File: config.mk
export PLATFORM = sky130hd
export DESIGN_NAME = branch_pc_unit_flat
export DESIGN_NICKNAME = d
export VERILOG_FILES = /design/src/rtl/branch_pkg.sv /design/src/rtl/branch_pc_unit_if.sv /design/src/rtl/ras_stack.sv /design/src/rtl/branch_pc_unit.sv /design/src/flat_wrapper.sv
export SDC_FILE = /design/constraint.sdc
export NUM_CORES = 1
export LEC_CHECK = 0
export ABC_AREA = 1
export BUFFER_PORTS_ARGS = -buffer_cell sky130_fd_sc_hd__buf_2
export CAP_MARGIN = 20
export CORE_MARGIN = 5
export CORE_UTILIZATION = 45
export DETAILED_ROUTE_END_ITERATION = 10
export PLACE_DENSITY_LB_ADDON = 0.15
export SYNTH_ARGS = -nofsm -noshare
export SYNTH_HDL_FRONTEND = slang
export SYNTH_SLANG_ARGS = --single-unit
File: constraint.sdc
create_clock -name clk -period 7 [get_ports clk]
set_clock_uncertainty 0.05 [all_clocks]
set_input_delay 1.4 -clock clk [delete_from_list [all_inputs] [get_ports clk]]
set_output_delay 1.4 -clock clk [all_outputs]
set_load 0.02 [all_outputs]
File: src/rtl/branch_pkg.sv
// Shared branch-control definitions: BranchOp encoding, op width and the
// condition-evaluation helper used by the PC unit.
package branch_pkg;

  localparam int OP_W = 3;

  typedef logic [OP_W-1:0] br_op_t;

  localparam br_op_t BR_NOP  = 3'b000;
  localparam br_op_t BR_BR   = 3'b001;
  localparam br_op_t BR_BMI  = 3'b010;
  localparam br_op_t BR_BPL  = 3'b011;
  localparam br_op_t BR_BZ   = 3'b100;
  localparam br_op_t BR_BNZ  = 3'b101;
  localparam br_op_t BR_CALL = 3'b110;
  localparam br_op_t BR_RET  = 3'b111;

  // True when a target-redirecting op wants the target. RET is resolved
  // against the return stack by the caller, so it reports 0 here.
  function automatic logic target_taken(br_op_t op, logic zero, logic neg);
    logic hit;
    hit = 1'b0;
    case (op)
      BR_BR, BR_CALL: hit = 1'b1;
      BR_BMI:         hit = neg;
      BR_BPL:         hit = !neg;
      BR_BZ:          hit = zero;
      BR_BNZ:         hit = !zero;
      default:        hit = 1'b0;
    endcase
    return hit;
  endfunction

endpackage

File: src/rtl/branch_pc_unit_if.sv
// Control/status bundle between the control unit and branch_pc_unit.
// master = control-unit/datapath side, slave = the PC unit.
interface branch_pc_unit_if #(parameter int ADDR_W = 32);
  import branch_pkg::*;

  logic              en;
  br_op_t            BranchOp;
  logic              zero;
  logic              neg;
  logic [ADDR_W-1:0] target;
  logic [ADDR_W-1:0] PCout;
  logic              taken;
  logic              ras_full;
  logic              ras_empty;
  logic              ras_err;
  logic [31:0]       taken_count;

  modport master (
    output en, BranchOp, zero, neg, target,
    input  PCout, taken, ras_full, ras_empty, ras_err, taken_count
  );

  modport slave (
    input  en, BranchOp, zero, neg, target,
    output PCout, taken, ras_full, ras_empty, ras_err, taken_count
  );

endinterface

File: src/rtl/ras_stack.sv
// Circular return-address stack. A push while full overwrites the oldest
// entry; a pop while empty leaves state untouched. overflow/underflow are
// combinational and valid only alongside the push/pop that caused them.
module ras_stack #(
  parameter int ADDR_W    = 32,
  parameter int RAS_DEPTH = 4
) (
  input  logic              clk,
  input  logic              rst,
  input  logic              push,
  input  logic              pop,
  input  logic [ADDR_W-1:0] push_data,
  output logic [ADDR_W-1:0] pop_data,
  output logic              full,
  output logic              empty,
  output logic              overflow,
  output logic              underflow
);

  localparam int PTR_W = $clog2(RAS_DEPTH);

  logic [PTR_W-1:0]  ptr_q, ptr_d;
  logic [PTR_W:0]    count_q, count_d;
  logic [ADDR_W-1:0] mem_q [RAS_DEPTH];
  logic [ADDR_W-1:0] mem_d [RAS_DEPTH];
  logic [PTR_W-1:0]  top_idx;

  // ptr_q is the next free slot; it wraps naturally since RAS_DEPTH is 2^n.
  assign top_idx   = ptr_q - PTR_W'(1);
  assign pop_data  = mem_q[top_idx];
  assign full      = (count_q == (PTR_W+1)'(RAS_DEPTH));
  assign empty     = (count_q == '0);
  assign overflow  = push && full;
  assign underflow = pop && empty;

  // Next pointer, occupancy and storage; push and pop never coincide.
  always_comb begin
    // NOTE: every output gets a default first, so no path leaves a latch.
    ptr_d   = ptr_q;
    count_d = count_q;
    mem_d   = mem_q;
    if (push) begin
      mem_d[ptr_q] = push_data;
      ptr_d        = ptr_q + PTR_W'(1);
      if (!full) count_d = count_q + (PTR_W+1)'(1);
    end else if (pop && !empty) begin
      ptr_d   = top_idx;
      count_d = count_q - (PTR_W+1)'(1);
    end
  end

  // Pointer and occupancy registers.
  always_ff @(posedge clk) begin
    // NOTE: non-blocking assignments for all state so every flop samples
    // pre-edge values regardless of block evaluation order.
    if (rst) begin
      ptr_q   <= '0;
      count_q <= '0;
    end else begin
      ptr_q   <= ptr_d;
      count_q <= count_d;
    end
  end

  // Entry storage.
  always_ff @(posedge clk) begin
    // NOTE: storage is not reset; count_q alone decides which entries are
    // live, so stale contents are never observed.
    mem_q <= mem_d;
  end

endmodule

File: src/rtl/branch_pc_unit.sv
// Program counter and branch control: selects next PC from BranchOp, ALU
// flags, an absolute target or the return-address stack.
// Optional build macro BRANCH_STATS_EN enables the saturating taken_count
// counter; without it taken_count is tied to 0.
module branch_pc_unit
  import branch_pkg::*;
#(
  parameter int                ADDR_W    = 32,
  parameter int                PC_STEP   = 4,
  parameter logic [ADDR_W-1:0] RESET_PC  = '0,
  parameter int                RAS_DEPTH = 4
) (
  input  logic               clk,
  input  logic               rst,
  branch_pc_unit_if.slave    bus
);

  logic [ADDR_W-1:0] pc_q, pc_d;
  logic              taken_q, taken_d;
  logic              ras_err_q, ras_err_d;
  logic [ADDR_W-1:0] seq;
  logic [ADDR_W-1:0] ras_top;
  logic              push, pop, redirect;
  logic              ras_full, ras_empty, ras_ovf, ras_udf;

  assign seq = pc_q + ADDR_W'(PC_STEP);

  ras_stack #(
    .ADDR_W    (ADDR_W),
    .RAS_DEPTH (RAS_DEPTH)
  ) u_ras (
    .clk       (clk),
    .rst       (rst),
    .push      (push),
    .pop       (pop),
    .push_data (seq),
    .pop_data  (ras_top),
    .full      (ras_full),
    .empty     (ras_empty),
    .overflow  (ras_ovf),
    .underflow (ras_udf)
  );

  // Decode the op into stack actions and a redirect decision (enabled only).
  always_comb begin
    push     = 1'b0;
    pop      = 1'b0;
    redirect = 1'b0;
    if (bus.en) begin
      if (bus.BranchOp == BR_RET) begin
        pop      = 1'b1;
        redirect = !ras_empty;
      end else begin
        push     = (bus.BranchOp == BR_CALL);
        redirect = target_taken(bus.BranchOp, bus.zero, bus.neg);
      end
    end
  end

  // Next PC and the registered status pulses; a stall holds PC.
  always_comb begin
    pc_d      = pc_q;
    taken_d   = 1'b0;
    ras_err_d = 1'b0;
    if (bus.en) begin
      if (!redirect)                    pc_d = seq;
      else if (bus.BranchOp == BR_RET)  pc_d = ras_top;
      else                              pc_d = bus.target;
      taken_d   = redirect;
      ras_err_d = ras_ovf || ras_udf;
    end
  end

  // PC and status registers.
  always_ff @(posedge clk) begin
    if (rst) begin
      pc_q      <= RESET_PC;
      taken_q   <= 1'b0;
      ras_err_q <= 1'b0;
    end else begin
      pc_q      <= pc_d;
      taken_q   <= taken_d;
      ras_err_q <= ras_err_d;
    end
  end

  assign bus.PCout     = pc_q;
  assign bus.taken     = taken_q;
  assign bus.ras_err   = ras_err_q;
  assign bus.ras_full  = ras_full;
  assign bus.ras_empty = ras_empty;

`ifdef BRANCH_STATS_EN
  logic [31:0] taken_count_q, taken_count_d;

  // Count redirects, saturating at all-ones.
  always_comb begin
    taken_count_d = taken_count_q;
    if (taken_d && (taken_count_q != 32'hFFFF_FFFF))
      taken_count_d = taken_count_q + 32'd1;
  end

  // Counter register.
  always_ff @(posedge clk) begin
    if (rst) taken_count_q <= '0;
    else     taken_count_q <= taken_count_d;
  end

  assign bus.taken_count = taken_count_q;
`else
  assign bus.taken_count = '0;
`endif

endmodule

File: src/flat_wrapper.sv
// flat-port wrapper written by rule: the top's interface ports become plain ports
module branch_pc_unit_flat import branch_pkg::*;
#(
  parameter int                ADDR_W    = 32,
  parameter int                PC_STEP   = 4,
  parameter logic [ADDR_W-1:0] RESET_PC  = '0,
  parameter int                RAS_DEPTH = 4
)
  (clk, rst, bus_en, bus_BranchOp, bus_zero, bus_neg, bus_target, bus_PCout, bus_taken, bus_ras_full, bus_ras_empty, bus_ras_err, bus_taken_count);
  branch_pc_unit_if #(.ADDR_W(ADDR_W)) bus_i ();
  input  logic clk;
  input  logic rst;
  input wire logic [$bits(bus_i.en)-1:0] bus_en;
  input wire logic [$bits(bus_i.BranchOp)-1:0] bus_BranchOp;
  input wire logic [$bits(bus_i.zero)-1:0] bus_zero;
  input wire logic [$bits(bus_i.neg)-1:0] bus_neg;
  input wire logic [$bits(bus_i.target)-1:0] bus_target;
  output wire logic [$bits(bus_i.PCout)-1:0] bus_PCout;
  output wire logic [$bits(bus_i.taken)-1:0] bus_taken;
  output wire logic [$bits(bus_i.ras_full)-1:0] bus_ras_full;
  output wire logic [$bits(bus_i.ras_empty)-1:0] bus_ras_empty;
  output wire logic [$bits(bus_i.ras_err)-1:0] bus_ras_err;
  output wire logic [$bits(bus_i.taken_count)-1:0] bus_taken_count;
  assign bus_i.en = bus_en;
  assign bus_i.BranchOp = bus_BranchOp;
  assign bus_i.zero = bus_zero;
  assign bus_i.neg = bus_neg;
  assign bus_i.target = bus_target;
  assign bus_PCout = bus_i.PCout;
  assign bus_taken = bus_i.taken;
  assign bus_ras_full = bus_i.ras_full;
  assign bus_ras_empty = bus_i.ras_empty;
  assign bus_ras_err = bus_i.ras_err;
  assign bus_taken_count = bus_i.taken_count;
  branch_pc_unit #(.ADDR_W(ADDR_W), .PC_STEP(PC_STEP), .RESET_PC(RESET_PC), .RAS_DEPTH(RAS_DEPTH)) u_core (.clk(clk), .rst(rst), .bus(bus_i));
endmodule
**After elaboration in Yosys (flattened, before gate mapping)**

Cells that the tools add are included.

- Bits in registers: 167
- Output and inout bits: 68
- Bits of input ports: 40

- $lt $le $gt $ge: 3
- Multiplexer cells: 20
- $add $sub $neg: 5
- Equality and inequality tests: 9
- Reductions and logical operators: 13
- Bitwise gates (word level): 3

Operators by type and width:

| cell | number |
|---|---|
| $mux W32 | 5 |
| $bwmux W128 | 1 |
| $bmux W32 S2 | 1 |
| $demux W32 S2 | 1 |
| $add A32 B3 Y32 const B | 1 |
| $eq A3 B3 Y1 const B | 5 |
| $mux W3 | 3 |
| $eq A3 B2 Y1 const B | 2 |
| $ge A3 B3 Y1 const B | 2 |
| $mux W1 | 6 |
| $not A2 Y3 | 2 |
| $pmux W1 S5 | 1 |
| $logic_and A1 B1 Y1 | 4 |
| $mux W2 | 2 |
| $reduce_or A2 Y1 | 2 |
| $add A3 B1 Y3 const B | 1 |
| $eq A3 B1 Y1 const B | 1 |
| $logic_not A1 Y1 | 3 |
| $logic_not A3 Y1 | 1 |
| $lt A3 B1 Y1 const B | 1 |
| $sub A3 B1 Y3 const B | 1 |
| $add A2 B1 Y2 const B | 1 |
| $ne A2 B2 Y1 const B | 1 |
| $reduce_and A2 Y1 | 1 |
| 4 further kinds | 4 |

**Logic depth before layout (Yosys ltp)**

- Word-level depth: 7
- Mapped depth: 16

**Cells and area by module**

Synthesis repeated with hierarchy kept, for this count alone.

- Cell total of the unflattened synthesis: 987
- Area, all modules: 8868.5 µm²

Modules (own cells, without submodules):

| module | cells an instance | seq. area each (µm²) | times used | area each (µm²) |
|---|---|---|---|---|
| ras_stack | 376 | 3943.8 | 1 | 5447.7 |
| branch_pc_unit | 611 | 680.7 | 1 | 3420.8 |

**Worst setup path before layout**

OpenSTA, ideal clock, no wires.

- Kind: input-to-reg
- From: input port bus_en
- To: register u_core.u_ras.mem_q[0] (netlist bit) (enable)
- Cell stages on the path: 5
- Buffers on the path: 1
- Path slack: 3.095 ns
- Setup time: 0.421 ns
- Arrival time: 3.434 ns
- Required time: 6.529 ns
- Path through: buf_2 > inv_2 > nor3_4 > inv_1 > nor2_1

- Word-level cells in the longest chain between the ends: 1

RTL lines:

| element | RTL line | text |
|---|---|---|
| start: declaration | flat_wrapper.sv:13 | `input wire logic [$bits(bus_i.en)-1:0] bus_en;` |
| $mux W1 | branch_pc_unit.sv:49 | `if (bus.en) begin` |
| end signal: assignment | ras_stack.sv:69 | `mem_q <= mem_d;` |
| end: declaration | ras_stack.sv:24 | `logic [ADDR_W-1:0] mem_q [RAS_DEPTH];` |

No other way between the ends.
A chain may end at the register's enable or synchronous reset.

**Worst setup path in the final report**

- From: input port bus_en
- To: register u_core.u_ras.mem_q[15] (netlist bit) (enable)

The elaborated chain is that of the path after synthesis.

==> summary.txt <==
Synth
  – Distinct cell type count after synthesis: 39
  – Post-Synth XOR/XNOR Area: roughly 1.1%
  – Largest family of logic cells by synthesized area: simple AND/OR/NAND/NOR gates
  – Post-Synth Simple-Gate Area: 28.1%
  – Sequential fraction of the synthesis area: roughly 54%
  – Mux contribution to synthesized area: 0.236%
  – Adder-Cell Fraction of Synth Area: less than 1%
  – Cells after Synth: 989
  – Synth Area per Inst: 8.59 um2
  – Compound-Gate Fraction of Synth Area: 6.12%
  – Yosys reg bits: around 170
  – Yosys warns: 0
  – Synthesized area: 8490 um2

Drt
  – Drt wl/cell: 16.2 um
  – WL final: 20900 um
  – # DRC: 0
  – Via Count: around 6500
  – First DRT Iteration DRCs: 408
  – Drt first pass iters: 5
  – Via density: 5.02
  – Post-DRT Antenna Nets: 0

Placed design
  – Post-DP Area: 8850 um2
  – # port buffers: 75
  – Detailed-placement wirelength estimate: around 14000 um
  – Placement Setup Slack: 2.59 ns
  – GPL Wtd Cong: approximately 0.87

Floorplan
  – Die Footprint: 21700 um2
  – Die width: between 100 and 150 um
  – Die H: 147 um
  – Ports: 108
  – Core area: 18600 um2
  – Cell Rows: 50
  – Initial Util: 45.5%

Global route
  – GRT Overall Usage: 19.7%
  – Global-route wire length before repair: between 30000 and 40000 um
  – Largest net degree at the start of global routing: 75
  – Initial antenna violation count: 0
  – Vias in the first global route: 6044
  – Total grt overflow: 0

Hold path
  – Hold Startpoint: u_core.bus.PCout[31]
  – Min-delay worst type: flip-flop to flip-flop
  – Hold Path Sink: u_core.bus.PCout[31]
  – Hold Path Stages: 2

Worst setup path
  – Critical path arrival: 3.89 ns
  – Critical path's top delay family: simple AND/OR/NAND/NOR gates
  – Slowest CP cell: nor2_4
  – Critical Path Source: bus_en
  – Worst r2r dst: u_core.u_ras.mem_q[52]
  – Number of cells on the critical path: 5
  – Crit path cell chain: buf_2 -> inv_2 -> nor3_4 -> inv_1 -> nor2_4
  – R2R depth: 7
  – Critical path capture point type: flip-flop
  – Worst reg2reg path startpoint: u_core.u_ras.ptr_q[0]
  – Startpoint type of the worst setup path: input pin
  – CP Buf/Inv Count: 3
  – Crit Path Max Fanout: 42
  – Setup CP Type: input pin to flip-flop
  – Required time worst endpoint: 6.99 ns
  – Worst path max stage delay: 0.86 ns
  – Setup slack, reg-to-reg: 4.28 ns

Finish
  – Layout Area Growth over Synthesis: 12.6%
  – Fillers: 1711
  – Layout cells sized above 1: 13.5%
  – Fin nets: 1090
  – Design Area, Final: 9560 um2
  – ANT cells: 0

CTS
  – CTS Buffer Depth: 2
  – CTS resizes: 0
  – H-tree depth: 4
  – Clk sink count: 167
  – Clock-pin slew on the worst setup and hold paths: 0.06 ns
  – CTS Buf Count: 17
  – Hold-fix buffers, CTS: 0
  – Post-CTS setup buffer count: 0
  – Worst-Skew Late Latency: roughly 0.43 ns
  – CTS tree: yes
  – Clock root cell: clkbuf_16

Timing
  – Final count of pins violating max slew: 0
  – FMAX: 257 MHz
  – Final WS setup: 3.10 ns
  – Unrepaired setup endpoints after global routing: no
  – Final setup violating endpoints: 0
  – Min cycle time layout: 3.90 ns
  – Worst-margin pin slew: 1.07 ns
  – Max-slew headroom: 28.3%
  – Setup TNS: 0 ns
  – Period utilization: between 50% and 60%
  – Hold Fails Final Rpt: 0

Power
  – Pwr per Cell Area: 248 nW/um2
  – VDD IR max: about 0.16 mV
  – Leakage power total: 0.00395 uW

Run status
  – Status: finished, final reports clean

Job
  – Max-capacitance violation count: 0
==> how the worst max path moves through the flow <==
stage                             end  slack (ns)
6_report       u_core.u_ras.mem_q[15]        3.10
5_1_grt        u_core.u_ras.mem_q[15]        2.88
4_1_cts        u_core.u_ras.mem_q[95]        3.04
3_5_place_dp   u_core.u_ras.mem_q[22]        2.59
3_3_place_gp   u_core.u_ras.mem_q[22]        2.65
2_1_floorplan   u_core.u_ras.mem_q[0]        3.10
==> metrics by stage <==
stage	hold slack (ns)	power, uW	std cells	utilization [%]
5_1_grt	0.479	2460	1291	51.3
3_5_place_dp	0.444	1390	1256	47.5
6_report	0.453	2370	1291	51.3
4_1_cts	0.457	2380	1288	50.9
3_3_place_gp	0.435	1390	1256	47.5
2_1_floorplan	0.428	1320	1020	-
==> cell type report <==
type                    count  area [um2]  area share (%)
flip-flops and latches    167        4630            48.4
multi-input cells         707        3260            34.1
repair buffers             83         495            5.18
clock buffers              18         429            4.49
well taps                 234         293            3.06
inverters                  68         255            2.67
clock inverters            14         204            2.13
==> sequential cells by signal, indices dropped and copies added, names as in the netlist <==
name                  cells
u_core.u_ras.mem_q      128
u_core.bus.PCout         32
u_core.u_ras.count_q      3
u_core.u_ras.ptr_q        2
u_core.bus.ras_err        1
u_core.bus.taken          1
==> synthesized netlist by cell type (all sizes together) <==
library cell | number | area share [%]
o21ai | 26 | 1.5
a211oi | 2 | 0.18
nand3b | 14 | 1.2
nand3 | 92 | 5.7
o21bai | 1 | 0.088
nand4 | 2 | 0.15
mux2i | 2 | 0.24
edfxtp | 128 | 45
or2 | 8 | 0.59
xnor2 | 2 | 0.21
ha | 5 | 0.74
fa | 1 | 0.24
dfxtp | 39 | 9.2
a31oi | 2 | 0.22
nor2 | 120 | 5.4
a21oi | 35 | 2.4
nor3 | 2 | 0.25
nand2 | 333 | 15
clkbuf | 18 | 0.81
buf | 60 | 5.1
xor2 | 9 | 0.93
o211ai | 19 | 1.7
clkinv | 1 | 0.044
conb | 1 | 0.044
inv | 67 | 3.0
==> routing by layer <==
metal	up-vias	GRT usage, %	share of wire (%)
li1	3286	-	-
met2	183	33.5	48
met3	20	2.87	5.1
met4	0	5.87	1.4
met5	-	0	0
met1	2995	26.3	45
==> placed cells by master, fill, tap and decap left out, drive strengths merged <==
cell      instances
nand2           333
edfxtp          128
nor2            120
nand3            92
buf              83
inv              68
dfxtp            39
a21oi            35
conb             32
o21ai            26
o211ai           19
clkbuf           18
nand3b           14
xor2              9
or2               8
clkinv            7
ha                5
bufinv            5
nand4             2
xnor2             2
a211oi            2
mux2i             2
clkinvlp          2
nor3              2
a31oi             2
o21bai            1
fa                1
==> cell families after synthesis <==
family | after synthesis
fa+ha+maj | 6
buf+inv | 146
other cells | 1
flops | 167
mux | 2
simple gates | 571
compound gates | 85
xor+xnor | 11
==> worst min-delay path: cells and delay by family, from the launching register on <==
family	cells	cell delay, ns
compound gates	1	0.06
flops	1	0.33
simple gates	1	0.07
==> where the power goes <==
| group | internal, uW | switching [uW] | total [uW] |
|---|---|---|---|
| Clock | 629 | 375 | 1000 |
| Sequential | 1090 | 26.3 | 1120 |
| Combinational | 73.6 | 174 | 248 |
No activity file was read; power rests on OpenSTA's default activity.
